**config.mk**
```make
export PLATFORM = sky130hd
export DESIGN_NAME = pingpong_buffer_ctrl
export DESIGN_NICKNAME = d
export VERILOG_FILES = /design/src/rtl/pingpong_buffer_ctrl.sv
export SDC_FILE = /design/constraint.sdc
export NUM_CORES = 1
export LEC_CHECK = 0
export BUFFER_PORTS_ARGS = -buffer_cell sky130_fd_sc_hd__clkbuf_2
export CORE_MARGIN = 2
export CORE_UTILIZATION = 39
export DETAILED_ROUTE_END_ITERATION = 12
export PLACE_DENSITY_LB_ADDON = 0.1
export SLEW_MARGIN = 15
export SYNTH_ARGS = -nofsm -noshare
export SYNTH_HDL_FRONTEND = slang
export SYNTH_SLANG_ARGS = --single-unit
```
**constraint.sdc**
```tcl
create_clock -name clk -period 4.7 [get_ports clk]
set_clock_uncertainty 0.15 [all_clocks]
set_input_delay 0.47 -clock clk [delete_from_list [all_inputs] [get_ports clk]]
set_output_delay 0.47 -clock clk [all_outputs]
set_load 0.01 [all_outputs]
```
**src/rtl/pingpong_buffer_ctrl.sv**
```systemverilog
// pingpong_buffer_ctrl
//   Sequencer for two DEPTH x DW ping-pong RAM banks. The producer fills one
//   bank while the consumer drains the other. Bank roles swap only when a bank
//   has been completely written (write side) or completely read (read side).
//
// Ports
//   clk, resetn                 clock, synchronous active-low reset
//   wr_valid/wr_data/wr_ready   producer byte stream (zero-cycle acceptance)
//   rd_req                      consumer request for the next byte
//   rd_valid/rd_data/rd_last    returned byte, two cycles after rd_req
//   underrun                    pulse: rd_req seen while no bank was full
//   frame_swap, swap_count      pulse / running count of released read banks
//   fill_bank, drain_bank       current write / read bank index
//   bankN_*                     RAM enables, addresses, write data, read data
module pingpong_buffer_ctrl #(
    parameter int unsigned DEPTH = 32,
    parameter int unsigned AW    = 5,
    parameter int unsigned DW    = 8
) (
    input  logic          clk,
    input  logic          resetn,
    input  logic          wr_valid,
    input  logic [DW-1:0] wr_data,
    output logic          wr_ready,
    input  logic          rd_req,
    output logic          rd_valid,
    output logic [DW-1:0] rd_data,
    output logic          rd_last,
    output logic          underrun,
    output logic          frame_swap,
    output logic [7:0]    swap_count,
    output logic          fill_bank,
    output logic          drain_bank,
    output logic          bank0_we,
    output logic          bank0_re,
    output logic [AW-1:0] bank0_waddr,
    output logic [AW-1:0] bank0_raddr,
    output logic [DW-1:0] bank0_wdata,
    input  logic [DW-1:0] bank0_rdata,
    output logic          bank1_we,
    output logic          bank1_re,
    output logic [AW-1:0] bank1_waddr,
    output logic [AW-1:0] bank1_raddr,
    output logic [DW-1:0] bank1_wdata,
    input  logic [DW-1:0] bank1_rdata
);

    localparam logic [AW-1:0] LAST = AW'(DEPTH - 1);

    logic [1:0]    full_q, full_d;
    logic          wbank_q, wbank_d;
    logic          rbank_q, rbank_d;
    logic [AW-1:0] wptr_q, wptr_d;
    logic [AW-1:0] rptr_q, rptr_d;
    // Read pipeline: issue stage (RAM access in flight) then output stage.
    logic          rd_pend_q, rd_pend_d;
    logic          rd_tag_q, rd_tag_d;
    logic          rd_pend_last_q, rd_pend_last_d;
    logic          rd_valid_q, rd_valid_d;
    logic [DW-1:0] rd_data_q, rd_data_d;
    logic          rd_last_q, rd_last_d;
    logic          underrun_q, underrun_d;
    logic          frame_swap_q, frame_swap_d;
    logic [7:0]    swap_count_q, swap_count_d;

    logic wr_fire, rd_fire, wr_wrap, rd_wrap;

    always_comb begin
        wr_ready = !full_q[wbank_q];
        wr_fire  = wr_valid && !full_q[wbank_q];
        rd_fire  = rd_req && full_q[rbank_q];
        wr_wrap  = wr_fire && (wptr_q == LAST);
        rd_wrap  = rd_fire && (rptr_q == LAST);

        full_d       = full_q;
        wbank_d      = wbank_q;
        rbank_d      = rbank_q;
        wptr_d       = wptr_q;
        rptr_d       = rptr_q;
        swap_count_d = swap_count_q;

        bank0_we    = 1'b0;
        bank0_waddr = '0;
        bank0_wdata = '0;
        bank1_we    = 1'b0;
        bank1_waddr = '0;
        bank1_wdata = '0;
        bank0_re    = 1'b0;
        bank0_raddr = '0;
        bank1_re    = 1'b0;
        bank1_raddr = '0;

        if (wr_fire) begin
            if (wbank_q) begin
                bank1_we    = 1'b1;
                bank1_waddr = wptr_q;
                bank1_wdata = wr_data;
            end else begin
                bank0_we    = 1'b1;
                bank0_waddr = wptr_q;
                bank0_wdata = wr_data;
            end
            wptr_d = wptr_q + AW'(1);
            if (wr_wrap) begin
                wptr_d          = '0;
                full_d[wbank_q] = 1'b1;
                wbank_d         = ~wbank_q;
            end
        end

        // The writer only targets an empty bank and the reader only a full
        // one, so the two flag updates below always touch different bits.
        if (rd_fire) begin
            if (rbank_q) begin
                bank1_re    = 1'b1;
                bank1_raddr = rptr_q;
            end else begin
                bank0_re    = 1'b1;
                bank0_raddr = rptr_q;
            end
            rptr_d = rptr_q + AW'(1);
            if (rd_wrap) begin
                rptr_d          = '0;
                full_d[rbank_q] = 1'b0;
                rbank_d         = ~rbank_q;
                swap_count_d    = swap_count_q + 8'd1;
            end
        end

        frame_swap_d   = rd_wrap;
        underrun_d     = rd_req && !full_q[rbank_q];
        rd_pend_d      = rd_fire;
        rd_tag_d       = rbank_q;
        rd_pend_last_d = rd_wrap;

        rd_valid_d = rd_pend_q;
        rd_last_d  = rd_pend_q && rd_pend_last_q;
        rd_data_d  = rd_data_q;
        if (rd_pend_q) begin
            rd_data_d = rd_tag_q ? bank1_rdata : bank0_rdata;
        end
    end

    always_ff @(posedge clk) begin
        if (!resetn) begin
            full_q         <= '0;
            wbank_q        <= 1'b0;
            rbank_q        <= 1'b0;
            wptr_q         <= '0;
            rptr_q         <= '0;
            rd_pend_q      <= 1'b0;
            rd_tag_q       <= 1'b0;
            rd_pend_last_q <= 1'b0;
            rd_valid_q     <= 1'b0;
            rd_data_q      <= '0;
            rd_last_q      <= 1'b0;
            underrun_q     <= 1'b0;
            frame_swap_q   <= 1'b0;
            swap_count_q   <= '0;
        end else begin
            full_q         <= full_d;
            wbank_q        <= wbank_d;
            rbank_q        <= rbank_d;
            wptr_q         <= wptr_d;
            rptr_q         <= rptr_d;
            rd_pend_q      <= rd_pend_d;
            rd_tag_q       <= rd_tag_d;
            rd_pend_last_q <= rd_pend_last_d;
            rd_valid_q     <= rd_valid_d;
            rd_data_q      <= rd_data_d;
            rd_last_q      <= rd_last_d;
            underrun_q     <= underrun_d;
            frame_swap_q   <= frame_swap_d;
            swap_count_q   <= swap_count_d;
        end
    end

    always_comb begin
        rd_valid   = rd_valid_q;
        rd_data    = rd_data_q;
        rd_last    = rd_last_q;
        underrun   = underrun_q;
        frame_swap = frame_swap_q;
        swap_count = swap_count_q;
        fill_bank  = wbank_q;
        drain_bank = rbank_q;
    end

endmodule

```
==> results of run 1 <==
[power by group]
| group | internal (uW) | switching (uW) | total, uW |
|---|---|---|---|
| sequential | 307 | 2.76 | 310 |
| clock | 101 | 108 | 209 |
| combinational | 17.8 | 19.6 | 37.4 |
[routing by layer]
metal,up-vias,routed length [microns]
met5,-,0
met4,0,63
met3,6,349
met2,64,1870
met1,754,1870
li1,888,-
[final cells by class]
class                           instances  area [sq um]
Fill cell                             435          2050
Multi-Input combinational cell        157          1010
Sequential cell                        36           721
Timing Repair Buffer                   90           450
Clock buffer                            6          72.6
Tap cell                               52          65.1
Inverter                                3          11.3
Clock inverter                          1          5.00
[critical path, cell delays in order (launching register included)]
cell	delay [ns]
dfxtp_1	0.37
nor3b_1	0.85
and2_1	0.24
clkbuf_2	0.13
[cells by family (layout without fill, tap and decap cells)]
logic type / count (synthesis) / count (layout) / share of synthesized area
AO/OA/AOI/OAI: 30 / 30 / 0.106
XOR/XNOR: 7 / 7 / 0.0344
adder cells (fa/ha/maj): 5 / 5 / 0.0351
buffers and inverters: 14 / 100 / 0.0309
flip-flops: 36 / 36 / 0.404
multiplexers: 11 / 11 / 0.0638
AND/OR/NAND/NOR: 104 / 104 / 0.326
[state kept, by name (all words and copies together), names as in the netlist]
register / count
rptr_q: 5
wptr_q: 5
fill_bank: 1
rd_data: 8
full_q: 2
rd_pend_q: 1
rd_tag_q: 1
swap_count: 8
rd_last: 1
drain_bank: 1
underrun: 1
frame_swap: 1
rd_valid: 1
[through the flow]
stage / hold slack (ns) / total power, uW
2_1_floorplan: 0.303 / 334
3_3_place_gp: 0.322 / 353
3_5_place_dp: 0.326 / 354
4_1_cts: 0.336 / 561
5_1_grt: 0.365 / 579
6_report: 0.333 / 556
[synthesized netlist by cell type, types with 2 or more instances]
| library cell | count | area [sq um] |
|---|---|---|
| buf_2 | 2 | 10.0 |
| xnor2_1 | 7 | 61.3 |
| a21oi_1 | 10 | 50.1 |
| and3_1 | 7 | 43.8 |
| dfxtp_1 | 36 | 721 |
| or4b_1 | 2 | 20.0 |
| nand4_1 | 2 | 12.5 |
| and2_1 | 37 | 231 |
| nor3_1 | 3 | 15.0 |
| nor3b_1 | 2 | 15.0 |
| ha_1 | 5 | 62.6 |
| a211oi_1 | 8 | 60.1 |
| nand2b_1 | 2 | 12.5 |
| nor4_1 | 3 | 18.8 |
| a31oi_1 | 2 | 12.5 |
| mux2i_1 | 10 | 100 |
| or4_1 | 2 | 15.0 |
| nand3_1 | 6 | 30.0 |
| buf_1 | 3 | 11.3 |
| clkbuf_1 | 6 | 22.5 |
| o21ai_0 | 6 | 30.0 |
| nand2_1 | 11 | 41.3 |
| nor2_1 | 22 | 82.6 |
| inv_1 | 3 | 11.3 |
[worst paths after layout]
path / cells past startpoint / slack, ns / to / from
worst max register to register: 7 / 2.48 / swap_count[0] / rptr_q[0]
worst min-delay path: 2 / 0.33 / rptr_q[4] / rptr_q[4]
worst min register to register: 2 / 0.33 / rptr_q[4] / rptr_q[4]
worst max-delay path: 3 / 2.20 / bank0_wdata[6] / fill_bank
==> out/results.ini, run 1 <==
[finish]
nNetsFinal=326
layout_commonest_cell=clkbuf_2
final_cells=345
drive_gt1_frac=0.341
fin_area_sq_um=2330
syn_to_final_growth_pct=30.8
final_util=0.532
diodes=0
final_cell_mix=clkbuf_2 (90), and2_1 (37), dfxtp_1 (36)

[setup_path]
path_class=reg2out
crit_arrival_ns=1.88
startpoint_type=flop
critPathRequiredTime_ns=4.08
critPathCaptureType=output pin
path_max_fanout=14

[route]
antenna_left=0
wl_per_cell_microns=12.0
drt_iter0_drc=64
drt_wl_total_mm=4.16
vias=1712
viasPerCell=4.96
firstDrtPassIters=4
drc_errors=0

[synth]
synth_cells=207
yosys_register_bits=36
ys_seq_area_frac=0.404
synthFlopType=dfxtp_1
ys.warnings.count=0
synth.avg_cell_area_sq_um=8.62
synth-edff-count=0
synthArstFlopShare=0
netlist_area_sq_um=1780
synth_nets=240
synth.distinct_cells=34

[grt]
met1_usage=0.195
grt_pass1_vias=1518
busiest_layer=met2
grtUsageMet3=0.0506
grt_pass1_wl_mm=6.82
grt-ovfl-total=0
met2_usage=0.283
grt_antenna_before_repair=0
groute.usage.overall=0.166
grt_max_degree=31

[clock_tree]
postCtsSetupBuffers=0
ctsRootBufferMaster=clkbuf_8
ctsHoldBuffers=0
ctsResizeCount=0
clock_path_buffers=2
tritoncts=built
insertion_delay_ns=0.29
cts.sinks=36
ctsHtreeMaxLevel=2
clk_pin_slew_ns=0.07
cts_buffers=5

[timing]
rsz0062_at_grt=false
setup_tns_ns=0
finalCritPeriodShare=0.531
setup_viol=0
fin_ws_ns=2.20
max_slew_margin=0.324
slew_violations=0
max_freq_mhz=401
final_hold_viol_count=0
worst_pin_slew_ns=1.01
final.min_clock_period_ns=2.50

[power]
p_leak_uw=0.00107
peakVddDrop_v=0.000169
power_density_nw_per_um2=238

[placement]
placed_cell_area_sq_um=2260
dp_cells=338
port_buffers=90
dp_hpwl_mm=3.06
routabilityCongestion=0.790
pre_cts_slack_ns=2.24

[floorplanning]
start_util=0.407
rows=24
dieWidth_microns=71.6
coreArea_sq_um=4380
die_y_microns=71.6
die_area_sq_um=5130
num_io_pins=91

[outcome]
status=finished clean

[run]
drv_cap=0

[hold_path]
hold_class=reg2reg

No activity file was read; power rests on OpenSTA's default activity.
==> run 2, diff against run 1 <==
==> constraint.sdc (replaced) <==
create_clock -name clk -period 2.4 [get_ports clk]
set_clock_uncertainty 0.15 [all_clocks]
set_input_delay 0.24 -clock clk [delete_from_list [all_inputs] [get_ports clk]]
set_output_delay 0.24 -clock clk [all_outputs]
set_load 0.01 [all_outputs]
==> out/results.ini, run 2 (same netlist as run 1, synthesis figures left out) <==
[outcome]
status=finished clean

[clock_tree]
tritoncts=built
insertion_delay_ns=0.28
cts.sinks=36
clock_path_buffers=2
ctsHtreeMaxLevel=2
ctsRootBufferMaster=clkbuf_8
clk_pin_slew_ns=0.07
cts_buffers=5
ctsHoldBuffers=0

[finish]
nNetsFinal=330
seqCellArea_sq_um=721
final_cell_mix=clkbuf_2 (90), and2_1 (37), dfxtp_1 (36)
multi_input_area_sq_um=1010
syn_to_final_growth_pct=34.3
diodes=0
layout_commonest_cell=clkbuf_2
drive_gt1_frac=0.356
fill_cells=449

[setup_path]
max_stage_delay_ns=0.43
crit_arrival_ns=2.20
critPathRequiredTime_ns=2.41
timing.rr.start=rptr_q[0]
path_class=reg2reg
r2r_cells=7
reg2reg_slack_ns=0.21
crit_chain=ha_1 > and3_1 > ha_1 > nand2_1 > nor4_1 > xnor2_1 > nor2_1
crit_path_top_delay_cell=dfxtp_1
rr_endpoint=swap_count[7]
cpMostUsedCell=ha_1
critPathCaptureType=flop
startpoint_type=flop
path_max_fanout=8

[timing]
final.min_clock_period_ns=2.19
setup_tns_ns=0
worst_pin_slew_ns=0.552
final_hold_viol_count=0
rsz0062_at_grt=false
max_slew_margin=0.632
slew_violations=0
finalCritPeriodShare=0.912
hold_slack_ns=0.125
setup_viol=0
max_freq_mhz=457

[route]
drt_wl_total_mm=4.17
wl_per_cell_microns=11.9
drc_errors=0
drt_iter0_drc=78
viasPerCell=4.96
firstDrtPassIters=4
antenna_left=0
vias=1735

[run]
drv_cap=0

[placement]
port_buffers=90
dp_hpwl_mm=3.13
routabilityCongestion=0.794

[floorplanning]
die_area_sq_um=5130
coreArea_sq_um=4380
dieWidth_microns=71.6
rows=24
die_y_microns=71.6
start_util=0.407
num_io_pins=91

[hold_path]
min_path_cells=3
whs_endpoint=rd_data[2]
hold_class=in2reg
hp-start=bank0_rdata[2]

[grt]
grt-ovfl-total=0
grt_pass1_wl_mm=6.73
grt_pass1_vias=1525
grt_antenna_before_repair=0
grt_max_degree=19
groute.usage.overall=0.163

[power]
p_leak_uw=0.00111
peakVddDrop_v=0.000337
power_density_nw_per_um2=502

run 2: worst max-delay path by stage:
stage,startpoint,endpoint,depth (start not counted)
after floorplan,rptr_q[0],swap_count[7],7
after global placement,rptr_q[0],swap_count[7],7
after detailed placement,rptr_q[0],swap_count[7],7
after CTS,rptr_q[0],swap_count[7],7
after global routing,rptr_q[0],swap_count[7],7
final,rptr_q[0],swap_count[7],7
run 2: final cells by class:
class / instances / share of cell area
tap: 52 / 0.0272
inverter: 3 / 0.00470
timing repair buffer: 94 / 0.201
multi-input combinational: 157 / 0.422
clock inverter: 2 / 0.0146
sequential: 36 / 0.301
clock buffer: 6 / 0.0303
run 2: critical path: cells and delay by family (launching register included):
kind	cells	cell delay, ns
flops	1	0.43
xor+xnor	1	0.16
fa+ha+maj	2	0.51
simple gates	4	0.82
run 2: report_power, final:
part	total (uW)	switching [uW]	internal (uW)
combinational	76.2	38.4	37.8
clock	521	213	308
sequential	606	5.09	601
total	1200	256	947
run 2: what timing repair did:
action / CTS / global route
buffers inserted: 0 / 0
setup endpoints to repair: 0 / 1
gates resized for setup: 0 / 1
run 2: through the flow:
stage               worst slack [ns]  power (uW)   util  area (sq um)  std cells
detailed placement             0.278         697  0.521          2290        342
global route                 0.00256        1250  0.547          2400        350
CTS                            0.230        1220  0.546          2390        350
finish                         0.211        1200  0.547          2400        350
global placement               0.334         696  0.521          2290        342
floorplan                      0.508         653      -          1780        207
run 2: per-layer routing:
metal	global-route usage	wire length (microns)	vias up
met4	0.0629	48	0
met1	0.201	1830	769
met5	0	0	-
met2	0.272	1960	64
li1	-	-	898
met3	0.0422	333	4
==> run 3, diff against run 2 <==
--- a/config.mk
+++ b/config.mk
@@ -8,6 +8,7 @@
 export BUFFER_PORTS_ARGS = -buffer_cell sky130_fd_sc_hd__clkbuf_2
 export CORE_MARGIN = 2
 export CORE_UTILIZATION = 39
+export CTS_BUF_LIST = sky130_fd_sc_hd__clkbuf_16
 export DETAILED_ROUTE_END_ITERATION = 12
 export PLACE_DENSITY_LB_ADDON = 0.1
 export SLEW_MARGIN = 15
==> out/results.ini, run 3 (same netlist as run 1, synthesis figures left out) <==
[grt]
grt_pass1_vias=1513
grt_antenna_before_repair=0
groute.usage.overall=0.164
grt-ovfl-total=0
grt_pass1_wl_mm=6.75
grt_max_degree=19

[setup_path]
path_class=reg2reg
crit_arrival_ns=2.18
critPathCaptureType=flop
path_max_fanout=8
critPathRequiredTime_ns=2.40
startpoint_type=flop

[floorplanning]
start_util=0.407
dieWidth_microns=71.6
num_io_pins=91
coreArea_sq_um=4380
rows=24
die_y_microns=71.6
die_area_sq_um=5130

[timing]
finalCritPeriodShare=0.908
final_hold_viol_count=0
setup_viol=0
fin_ws_ns=0.220
setup_tns_ns=0
max_slew_margin=0.630
slew_violations=0
rsz0062_at_grt=false
max_freq_mhz=459
final.min_clock_period_ns=2.18
worst_pin_slew_ns=0.554

[finish]
nNetsFinal=330
seqCellArea_sq_um=721
multi_input_area_sq_um=1010
drive_gt1_frac=0.356
layout_commonest_cell=clkbuf_2
fill_cells=444
syn_to_final_growth_pct=37.4
diodes=0
final_cells=350
final_util=0.559
final_cell_mix=clkbuf_2 (90), and2_1 (37), dfxtp_1 (36)

[route]
drt_iter0_drc=81
wl_per_cell_microns=11.9
drc_errors=0
viasPerCell=4.91
drt_wl_total_mm=4.15
firstDrtPassIters=4
antenna_left=0
vias=1719

[power]
power_density_nw_per_um2=572
peakVddDrop_v=0.000346
p_leak_uw=0.00114

[placement]
pre_cts_slack_ns=0.278
dp_hpwl_mm=3.13
routabilityCongestion=0.794
dp_cells=342
port_buffers=90

[clock_tree]
clk_pin_slew_ns=0.05
insertion_delay_ns=0.28
cts_buffers=5
tritoncts=built
ctsHtreeMaxLevel=2
clock_path_buffers=2
ctsRootBufferMaster=clkbuf_16
cts.sinks=36
postCtsSetupBuffers=0

[run]
drv_cap=0

[hold_path]
hold_class=in2reg

[outcome]
status=finished clean

-- run 3: changes by cell type in the layout (fill, tap and decap cells not counted), sizes merged --
cell / delta
clkbuf: -1
inv: +1
-- run 3: per-stage QoR --
| stage | hold WS [ns] | instance area (sq um) | power, uW |
|---|---|---|---|
| global route | 0.146 | 2450 | 1460 |
| detailed placement | 0.326 | 2290 | 697 |
| floorplan | 0.236 | 1780 | 653 |
| global placement | 0.325 | 2290 | 696 |
| CTS | 0.131 | 2450 | 1420 |
| finish | 0.134 | 2450 | 1400 |
-- run 3: worst paths after layout --
path	startpoint	end	slack, ns	cells after the start
worst max-delay path	rptr_q[0]	swap_count[7]	0.22	7
worst min-delay path	bank0_rdata[2]	rd_data[2]	0.13	3
worst max register to register	rptr_q[0]	swap_count[7]	0.22	7
worst min register to register	wptr_q[4]	wptr_q[4]	0.33	2
-- run 3: cell type report --
class,count,area share
well taps,52,0.0265
inverters,3,0.00459
repair buffers,94,0.196
clock inverters,3,0.0158
multi-input cells,157,0.412
clock buffers,5,0.0510
flip-flops and latches,36,0.294
-- run 3: layer usage --
metal,up-vias,share of wire,GRT usage
li1,896,-,-
met1,755,0.44,0.202
met2,63,0.46,0.273
met3,5,0.083,0.0464
met4,0,0.015,0.0629
met5,-,0,0
-- run 3: what timing repair did --
item                                    4_1_cts  5_1_grt
resized for setup                             0        1
hold endpoints to repair                      0        0
hold buffers                                  0        0
endpoints found under the setup margin        0        1
-- run 3: where the power goes --
part	total, uW	switching, uW	internal, uW
logic	76.5	38.5	38.0
registers	607	4.99	602
clock network	719	236	484
-- run 3: critical path, cell delays in order, from the launching register on --
cell	delay [ns]
dfxtp_1	0.43
ha_1	0.21
and3_1	0.17
ha_1	0.29
nand2_1	0.21
nor4_1	0.38
xnor2_1	0.16
nor2_1	0.05
